--- src/rtl/spare_logic_monitor.sv ---
// Snapshot-and-compare reader for the 42 spare-cell outputs: counts tie-off mismatches,
// records the lowest failing bit and can shift the captured snapshot out serially.
module spare_logic_monitor #(
    parameter int unsigned SETTLE_CYCLES = 4,
    parameter bit          CHECK_FLOPS   = 1'b0
) (
    input  logic        wb_clk_i,
    input  logic        wb_rst_i,
    input  logic [26:0] spare_xz,
    input  logic [3:0]  spare_xi,
    input  logic        spare_xib,
    input  logic [1:0]  spare_xna,
    input  logic [1:0]  spare_xno,
    input  logic [1:0]  spare_xmx,
    input  logic [1:0]  spare_xfq,
    input  logic [1:0]  spare_xfqn,
    input  logic        start,
    input  logic        dump_en,
    output logic        busy,
    output logic        done,
    output logic        pass,
    output logic [5:0]  err_count,
    output logic [5:0]  first_err_idx,
    output logic        sdo,
    output logic        sdo_valid,
    input  logic        sdo_ready
);

    typedef enum logic [2:0] {IDLE, SETTLE, SCAN, DUMP, DONE} state_t;

    localparam logic [41:0] EXP_VEC     = {2'b11, 2'b00, 2'b00, 2'b11, 2'b11, 1'b1, 4'hF, 27'h0};
    // Flop bits 41:38 power up undefined, so they are only compared when explicitly asked for.
    localparam logic [41:0] MASK        = CHECK_FLOPS ? {42{1'b1}} : {4'b0000, {38{1'b1}}};
    localparam logic [3:0]  SETTLE_LAST = 4'(SETTLE_CYCLES - 1);
    localparam logic [5:0]  LAST_BIT    = 6'd41;
    localparam logic [5:0]  NO_ERR      = 6'h3F;

    state_t      state_q, state_d;
    logic [3:0]  cnt_q, cnt_d;
    logic [5:0]  idx_q, idx_d;
    logic        dumpEn_q, dumpEn_d;
    logic [41:0] snap_q, snap_d;
    logic [5:0]  errCount_q, errCount_d;
    logic [5:0]  firstErr_q, firstErr_d;
    logic        pass_q, pass_d;
    logic [41:0] vec;

    assign vec = {spare_xfqn, spare_xfq, spare_xmx, spare_xno, spare_xna, spare_xib, spare_xi, spare_xz};

    always_ff @(posedge wb_clk_i) begin
        if (wb_rst_i) begin
            state_q    <= IDLE;
            cnt_q      <= '0;
            idx_q      <= '0;
            dumpEn_q   <= 1'b0;
            snap_q     <= '0;
            errCount_q <= '0;
            firstErr_q <= NO_ERR;
            pass_q     <= 1'b0;
        end else begin
            state_q    <= state_d;
            cnt_q      <= cnt_d;
            idx_q      <= idx_d;
            dumpEn_q   <= dumpEn_d;
            snap_q     <= snap_d;
            errCount_q <= errCount_d;
            firstErr_q <= firstErr_d;
            pass_q     <= pass_d;
        end
    end

    always_comb begin
        state_d    = state_q;
        cnt_d      = cnt_q;
        idx_d      = idx_q;
        dumpEn_d   = dumpEn_q;
        snap_d     = snap_q;
        errCount_d = errCount_q;
        firstErr_d = firstErr_q;
        pass_d     = pass_q;
        case (state_q)
            IDLE: begin
                if (start) begin
                    state_d    = SETTLE;
                    cnt_d      = '0;
                    dumpEn_d   = dump_en;
                    errCount_d = '0;
                    firstErr_d = NO_ERR;
                    pass_d     = 1'b0;
                end
            end
            SETTLE: begin
                if (cnt_q == SETTLE_LAST) begin
                    snap_d  = vec;
                    idx_d   = '0;
                    state_d = SCAN;
                end else begin
                    cnt_d = cnt_q + 4'd1;
                end
            end
            SCAN: begin
                if (MASK[idx_q] && (snap_q[idx_q] != EXP_VEC[idx_q])) begin
                    errCount_d = errCount_q + 6'd1;
                    if (firstErr_q == NO_ERR) begin
                        firstErr_d = idx_q;
                    end
                end
                if (idx_q == LAST_BIT) begin
                    idx_d = '0;
                    if (dumpEn_q) begin
                        state_d = DUMP;
                    end else begin
                        state_d = DONE;
                        pass_d  = (errCount_d == 6'd0);
                    end
                end else begin
                    idx_d = idx_q + 6'd1;
                end
            end
            DUMP: begin
                if (sdo_ready) begin
                    if (idx_q == LAST_BIT) begin
                        state_d = DONE;
                        pass_d  = (errCount_q == 6'd0);
                    end else begin
                        idx_d = idx_q + 6'd1;
                    end
                end
            end
            DONE: begin
                state_d = IDLE;
            end
            default: begin
                state_d = IDLE;
            end
        endcase
    end

    assign busy          = (state_q == SETTLE) || (state_q == SCAN) || (state_q == DUMP);
    assign done          = (state_q == DONE);
    assign sdo_valid     = (state_q == DUMP);
    assign sdo           = sdo_valid & snap_q[idx_q];
    assign pass          = pass_q;
    assign err_count     = errCount_q;
    assign first_err_idx = firstErr_q;

endmodule
--- config.mk ---
export PLATFORM = sky130hd
export DESIGN_NAME = spare_logic_monitor
export DESIGN_NICKNAME = d
export VERILOG_FILES = /design/src/rtl/spare_logic_monitor.sv
export SDC_FILE = /design/constraint.sdc
export NUM_CORES = 1
export LEC_CHECK = 0
export CAP_MARGIN = 20
export CORE_UTILIZATION = 30
export CTS_CLUSTER_SIZE = 25
export DETAILED_ROUTE_END_ITERATION = 16
export DONT_BUFFER_PORTS = 1
export HOLD_SLACK_MARGIN = 0.06
export SLEW_MARGIN = 40
export SYNTH_ARGS = -nofsm -noshare
export SYNTH_HDL_FRONTEND = slang
export SYNTH_SLANG_ARGS = --single-unit
--- constraint.sdc ---
create_clock -name wb_clk_i -period 4.3 [get_ports wb_clk_i]
set_input_delay 0.86 -clock wb_clk_i [delete_from_list [all_inputs] [get_ports wb_clk_i]]
set_output_delay 0.86 -clock wb_clk_i [all_outputs]
set_load 0.005 [all_outputs]
==> metrics.md <==
| Metric | Value |
|---|---|
| Outcome | complete, no violations |
| Placed cell count | approximately 530 |
| DRT Pass-1 Iters | 4 |
| Worst skew pair latency | between 0.3 and 0.4 ns |
| Port buffer count | 0 |
| Nets | between 400 and 500 |
| Num CTS Buffers | 9 |
| Cells after synthesis | between 400 and 500 |
| Register area share after synthesis | 41.6% |
| Final setup viols | 0 |
| Setup slack, reg-to-reg | around 0.95 ns |
| Placer Congestion | ~0.8 |
| FILL cells | about 1,100 |
| Postcts setup bufs | 0 |
| Req. time, crit path | about 3.4 ns |
| Final Slew Violations | 0 |
| Detailed Route WL | 8190 µm |
| Yosys warns | 0 |
| Power Density | approximately 390 nW/µm² |
| PostCTS Resize Cnt | 0 |
| Reg power frac | 45.6% |
| Grt ovf | 0 |
| #FFs+latches synth | 71 |
| Clock slew at reported path FFs | approximately 0.06 ns |
| Htree depth | 3 |
| Lkg Pwr | around 1.3 nW |
| Sw Pwr | approximately 330 µW |
| CTS Root Cell | clkbuf_16 |
| Data arrival, critical path | roughly 2.6 ns |
| Rows | 38 |
| First-pass GRT wire length | between 10,000 and 15,000 µm |
| Worst Setup Path Type | reg -> out |
| Comb power frac | ~3.7% |
| Tmin final | approximately 3.5 ns |
| Startpoint type of the worst setup path | flip-flop |
| Post-route ant nets | 0 |
| RSZ-0062 raised after global routing | false |
| Via count | 2,776 |
| Initial DRC count | 106 |
| Via/cell ratio | approximately 5.1 |
| Pint | ~1.2 mW |
| Clock skew | a little under 0.006 ns |
| CTS sink cnt | 71 |
| Number of enable flip-flop cells after synthesis | 0 |
| Min-delay worst type | reg -> reg |
| CP Max Fanout | 15 |
| Drt drc | 0 |
| Syn_area_per_cell | approximately 8.4 µm² |
| Post-Route Setup TNS | 0 ns |
| Area of the die | approximately 12,000 µm² |
| CTS tree | yes |
| Starting Density | slightly above 30% |
| Syn nets | ~460 |
| Final hold vios | 0 |
| Mapped Area | between 3000 and 4000 µm² |
| Clock share of power | 50.8% |
| Max_cap viols | 0 |
| Layout Cells excl Fill | 541 |
| Count of cell types in the netlist | 54 |
| Synth Flop Type | dfxtp_1 |
| Synth-to-layout area growth | 11.9% |
| Post-route cell area | between 3000 and 4000 µm² |
| Period utilisation layout | 81.4% |
| Diodes inserted | 0 |
| Normalized max-slew margin | between 50 and 60% |
| GR Util All Layers | 14.7% |
| Hold-fix buffers, CTS | 0 |
| Worst slew pin tran | around 0.65 ns |
| Clock Path Buffers | 2 |
| Die Height | ~110 µm |
| Layout cell share with drive strength beyond 1 | under 10% |
| Worst Setup End Kind | output pin |
| Worst vdd ir | between 150 and 200 µV |
| Vias in the first global route | 2,787 |
| Placement Cell Area | 3520 µm² |
| IO Pins | between 60 and 70 |
| DP Wirelength | ~5900 µm |
| Core Box Area | around 11,000 µm² |
| Die W | around 110 µm |
| Largest net degree at the start of global routing | between 50 and 60 |
| FMAX | approximately 290 MHz |
| Antenna violations before repair | 0 |
| Sw frac | approximately 22% |
| Async S/R FF share, synth | 0% |
| Average wire per standard cell | about 15 µm |
| Hold WS | about 0.45 ns |
[final timing paths]
check	from	end	cells after the start
min reg2reg	snap_q[25]	snap_q[25]	2
min	snap_q[25]	snap_q[25]	2
max	idx_q[2]	sdo	5
max reg2reg	idx_q[2]	first_err_idx[0]	8
[critical path: stages, from the launching register on]
cell	delay (ns)
dfxtp_1	0.72
mux4_1	0.40
mux4_2	0.52
or2_0	0.23
a21oi_2	0.20
and2b_1	0.24
[cell families after synthesis]
kind of cell,share of synthesized area (%)
simple gates,22.0
xor+xnor,3.04
flops,41.6
compound gates,17.1
buf+inv,4.17
fa+ha+maj,1.83
mux,10.2
[area by class of cell]
class / instances / area [µm²] / area share (%)
Tap cell: 140 / 175 / 4.58
Inverter: 10 / 37.5 / 0.981
Sequential cell: 71 / 1420 / 37.2
Timing Repair Buffer: 3 / 22.5 / 0.589
Clock buffer: 10 / 239 / 6.25
Clock inverter: 6 / 68.8 / 1.80
Multi-Input combinational cell: 301 / 1860 / 48.6
[synth_stat cells, drive strengths merged, types with 2 or more instances]
cell type	instances	share of area (%)
xor2	2	0.51
nand2	98	11
or2	2	0.37
nand3	7	1.0
a21oi	57	8.5
xnor2	9	2.5
ha	5	1.8
inv	10	1.1
o31ai	3	0.66
mux4	11	7.8
or3	4	0.73
o21ai	6	0.88
nand4	4	0.73
o22a	6	1.5
clkbuf	19	2.1
buf	5	0.99
dfxtp	71	42
a211oi	3	0.66
nand2b	2	0.37
and3	2	0.37
mux2i	7	2.1
and2	6	1.2
nor2	29	3.2
a2111oi	4	1.2
nor3	8	1.2
a21o	2	0.44
a31oi	4	0.73
nor2b	3	0.55
[flip-flops by register name, indices dropped and copies added, names as in the netlist, named ones only]
| register | flops |
|---|---|
| snap_q | 42 |
| err_count | 6 |
| first_err_idx | 6 |
| idx_q | 6 |
| cnt_q | 4 |
| state_q | 3 |
| dumpEn_q | 1 |
| pass | 1 |
[routing by layer]
| metal | vias to the layer above | global-route usage (%) | part of all wire (%) |
|---|---|---|---|
| li1 | 1396 | - | - |
| met1 | 1308 | 18.8 | 46 |
| met2 | 64 | 24.3 | 47 |
| met3 | 8 | 3.35 | 6.3 |
| met4 | 0 | 4.92 | 1.0 |
| met5 | - | 0 | 0 |
[cells in the final DEF, fill, tap and decap left out, types with 7 or more instances in the layout]
cell type	instances
mux2i_1	7
nor2_1	29
nand2_1	98
nor3_1	8
xnor2_1	8
a21oi_1	56
clkbuf_16	9
inv_1	10
dfxtp_1	71
nand3_1	7
[power groups by stage]
stage / combinational, mW / sequential (mW) / clock [mW]
global placement: 0.0515 / 0.688 / 0
detailed placement: 0.0538 / 0.689 / 0
global route: 0.0620 / 0.676 / 0.793
finish: 0.0542 / 0.675 / 0.752
CTS: 0.0542 / 0.675 / 0.765
floorplan: 0.0548 / 0.683 / 0
[stage by stage]
stage	worst slack, ns	total power, mW	util, %
floorplan	1.29	0.738	-
global placement	1.13	0.740	32.0
detailed placement	0.980	0.743	32.0
finish	0.799	1.48	34.8
CTS	0.800	1.49	34.8
global route	0.666	1.53	34.8
(Power assumes the default switching activity.)
